[src/rtl/shift_register_param.sv]
// Parametrised serializer: loads a WIDTH-bit word and shifts out a programmable
// number of bits, one per enable strobe, with selectable direction and fill mode.
module shift_register_param #(
    parameter int WIDTH = 12,
    parameter int LEN_W = 4
) (
    input  logic             clk,
    input  logic             resetn,
    input  logic             loadn,
    input  logic [WIDTH-1:0] data,
    input  logic [LEN_W-1:0] len,
    input  logic             dir,
    input  logic [1:0]       mode,
    input  logic             serial_in,
    input  logic             enable,
    output logic             out,
    output logic [WIDTH-1:0] q,
    output logic             busy,
    output logic             done,
    output logic [LEN_W-1:0] remaining
);

    localparam logic StIdle  = 1'b0;
    localparam logic StShift = 1'b1;

    localparam logic [LEN_W-1:0] MaxLen = LEN_W'(WIDTH);

    logic             state_q, state_d;
    logic [WIDTH-1:0] q_q, q_d;
    logic             dir_q, dir_d;
    logic [1:0]       mode_q, mode_d;
    logic [LEN_W-1:0] rem_q, rem_d;
    logic             done_q, done_d;
    logic             fill;
    logic [WIDTH-1:0] shifted;

    // Rotate takes the bit leaving the register; replicate keeps the trailing edge bit.
    always_comb begin
        fill = 1'b0;
        unique case (mode_q)
            2'b00: fill = 1'b0;
            2'b01: fill = serial_in;
            2'b10: fill = dir_q ? q_q[WIDTH-1] : q_q[0];
            2'b11: fill = dir_q ? q_q[0] : q_q[WIDTH-1];
        endcase
        if (dir_q) begin
            shifted = {q_q[WIDTH-2:0], fill};
        end else begin
            shifted = {fill, q_q[WIDTH-1:1]};
        end
    end

    always_comb begin
        state_d = state_q;
        q_d     = q_q;
        dir_d   = dir_q;
        mode_d  = mode_q;
        rem_d   = rem_q;
        done_d  = 1'b0;
        if (!loadn) begin
            q_d     = data;
            dir_d   = dir;
            mode_d  = mode;
            rem_d   = (len > MaxLen) ? MaxLen : len;
            state_d = (len == '0) ? StIdle : StShift;
        end else if (state_q == StShift && enable && rem_q != '0) begin
            q_d   = shifted;
            rem_d = rem_q - 1'b1;
            if (rem_q == LEN_W'(1)) begin
                state_d = StIdle;
                done_d  = 1'b1;
            end
        end
    end

    always_ff @(posedge clk or negedge resetn) begin
        if (!resetn) begin
            state_q <= StIdle;
            q_q     <= '0;
            dir_q   <= 1'b0;
            mode_q  <= 2'b00;
            rem_q   <= '0;
            done_q  <= 1'b0;
        end else begin
            state_q <= state_d;
            q_q     <= q_d;
            dir_q   <= dir_d;
            mode_q  <= mode_d;
            rem_q   <= rem_d;
            done_q  <= done_d;
        end
    end

    assign out       = dir_q ? q_q[WIDTH-1] : q_q[0];
    assign q         = q_q;
    assign busy      = (state_q == StShift);
    assign done      = done_q;
    assign remaining = rem_q;

endmodule

[config.mk]
export PLATFORM = sky130hd
export DESIGN_NAME = shift_register_param
export DESIGN_NICKNAME = d
export VERILOG_FILES = /design/src/rtl/shift_register_param.sv
export SDC_FILE = /design/constraint.sdc
export NUM_CORES = 1
export LEC_CHECK = 0
export BUFFER_PORTS_ARGS = -buffer_cell sky130_fd_sc_hd__buf_2
export CAP_MARGIN = 30
export CORE_MARGIN = 3
export CORE_UTILIZATION = 53
export DETAILED_ROUTE_END_ITERATION = 10
export PLACE_DENSITY = 0.81
export SYNTH_ARGS = -nofsm -noshare
export SYNTH_HDL_FRONTEND = slang
export SYNTH_SLANG_ARGS = --single-unit
[constraint.sdc]
create_clock -name clk -period 3.3 [get_ports clk]
set_clock_uncertainty 0.2 [all_clocks]
set_input_delay 0.495 -clock clk [delete_from_list [all_inputs] [get_ports clk]]
set_output_delay 0.495 -clock clk [all_outputs]
set_load 0.02 [all_outputs]
==> run metrics <==
outcome completed; initial antenna violation count 0; Vias/cell 5.57; Synth Warn # 0; Die Wd 54.3 um; row count 16; gr usage total 19.8%; HPWL Detailed slightly below 2 mm; Setup crit start kind register; Net count, final 196; DRC 0; crit end category primary output; layout cells sized above 1 between 30% and 40%; DRT iter0 DRCs 12; Overflow after GRT 0; internal power 0.000443 W; Wirelength per Cell 13.4 um; utilization after layout 71.3%; Max FO, Critical Path 15; average size of a mapped cell 9.51 sq um; CP required 2.60 ns; CTS root buf clkbuf_4; max-cap violations 0; vias in the first global route roughly 1000; P_leak roughly 0.73 nW; routed via count 1092; clock share of power 18.2%; worst path cell trace mux2_2 > buf_2; TritonRoute pass-1 iters 4; hold_sp mode[0]; setup violators final 0; Synthesized Nets 156; ys flop type dfrtp_1; clock input transition at the sequential cells of the worst setup and hold paths around 0.12 ns; largest net degree at the start of global routing 47; Slew @ Worst Pin between 0.7 and 0.8 ns; RR Startpoint remaining[0]; Max VDD drop 0.302 mV; reg-to-reg slack, setup 1.17 ns; crit path kind register to primary output; sw power between 0.0002 and 0.00025 W; clock insertion delay at the later pin of the skew report 0.30 ns; Yosys cell types 27; Tmin final approximately 2.2 ns; fill count between 150 and 200; Worst EP arrival between 1.5 and 2 ns; cts bufs inserted 3; final hold violations 0; Fmax achieved 447 MHz; antenna-violating nets left 0; PwrDens 465 mW/mm^2; worst hold path class input port to register; Die Footprint 0.00295 sq mm; RSZ-0062 raised after global routing no; core box area 0.00208 sq mm; Comb pwr share 33.4%; Gate Count Post-Synth 130; Final period util between 60 and 70%; Seq pwr share 48.4%; CTS tree done; CP max stage cell dfrtp_1; max_slew headroom 51.4%; diode count 0; Ports 43; CTS sink cnt 21; sequential area share after synthesis 42.5%; Initial Utilization between 50% and 60%; synthesized cell area 0.00124 sq mm; Crit path buffers/inverters 1; Synth async-reset ratio between 90% and 100%; total routed wirelength about 2.6 mm; H-Tree Level Count 1; EDFF count, synth 0; CP top delay family flip-flops; Area Growth Syn to Fin 20.0%; Chip Height 54.3 um; GPL Wtd Cong 0.823; Sw Share between 30% and 40%; synthesized flop and latch total 21; clk buf depth 2; Max stage delay on crit path 0.70 ns; Slew Viols, Final 0; CP startpoint dir_q; port bufs 42; first-pass GRT wire length 4.32 mm; final setup TNS 0 ns
metrics by stage:
step	std cells	hold slack (ns)	area, sq um	total power, W	setup slack, ns
6_report	196	0.223	1480	0.000690	1.06
5_1_grt	196	0.212	1480	0.000733	0.972
4_1_cts	196	0.218	1480	0.000696	1.04
3_5_place_dp	191	0.283	1450	0.000570	1.21
3_3_place_gp	191	0.276	1450	0.000563	1.31
2_1_floorplan	130	-0.000591	1240	0.000493	1.46
logic make-up after synthesis:
group	count (synthesis)	share of synthesized area [%]
multiplexers	18	16.0
buffers and inverters	23	7.49
AND/OR/NAND/NOR	41	17.0
AO/OA/AOI/OAI	23	13.6
adder cells (fa/ha/maj)	2	2.02
XOR/XNOR	2	1.42
flip-flops	21	42.5
cell usage after synthesis, types with 2 or more instances:
master    number  area [sq um]
nand3_1       11          55.1
nand2_1       15          56.3
o21ai_0        2          10.0
buf_2          5          25.0
o211ai_1       4          30.0
o221ai_1      10          87.6
inv_1         14          52.6
a31oi_1        2          12.5
buf_1          2          7.51
mux2i_1        4          40.0
clkbuf_1       2          7.51
a21oi_1        4          20.0
nor2_1         6          22.5
xnor2_1        2          17.5
ha_1           2          25.0
dfrtp_1       21           526
mux2_2        14           158
layout make-up:
type | instances | area, sq um | share of cell area (%)
inverter | 14 | 52.6 | 3.54
clock buffer | 4 | 26.3 | 1.77
timing repair buffer | 44 | 228 | 15.3
sequential | 21 | 526 | 35.4
multi-input combinational | 86 | 618 | 41.7
tap | 27 | 33.8 | 2.28
power by group through the flow:
stage                     registers [W]  logic (W)  clock network (W)
final                          0.000334   0.000231           0.000125
after global placement         0.000337   0.000227                  0
after CTS                      0.000334   0.000233           0.000130
after global routing           0.000342   0.000254           0.000138
after detailed placement       0.000340   0.000231                  0
after floorplan                0.000363   0.000130                  0
flip-flops by register name, indices dropped and copies added (netlist names):
signal and flops:
q 12, remaining 4, mode_q 2, busy 1, dir_q 1, done 1
final timing paths:
kind / endpoint / cells after the start
worst max-delay path: out / 2
worst min-delay path: mode_q[0] / 2
worst max register to register: q[0] / 7
worst min register to register: mode_q[1] / 1
max in group asynchronous: q[7] / 2
min in group asynchronous: mode_q[0] / 2
layer usage:
metal / global-route usage (%) / routed length, um / vias to the layer above
li1: - / - / 536
met3: 2.45 / 147 / 2
met2: 32.7 / 1210 / 34
met4: 6.22 / 10 / 0
met5: 0 / 0 / -
met1: 27.1 / 1260 / 520
cell usage in the layout (no fill, tap or decap), drive strengths merged, types with 2 or more instances in the layout:
master,synthesis,routed
o21ai,2,2
mux2i,4,4
nor2,7,7
nand2,15,15
dfrtp,21,21
o211ai,4,4
ha,2,2
nand3,11,11
a31oi,2,2
mux2,14,14
a21oi,4,4
clkbuf,2,4
nor3b,2,2
xnor2,2,2
buf,7,43
inv,14,14
o221ai,10,10
what timing repair did:
action | 4_1_cts | 5_1_grt
buffers inserted | 0 | 0
resized for setup | 0 | 0
setup endpoints to repair | 0 | 0
hold buffers | 1 | 0
hold endpoints to repair | 21 | 0
worst reg2reg max path, stage by stage, from the launching register on:
cell and delay, ns:
dfrtp_1 0.44, inv_1 0.06, ha_1 0.21, nor3b_2 0.18, nor2_2 0.37, buf_4 0.29
o211ai_1 0.12, a31oi_1 0.17
(Power assumes the default switching activity.)
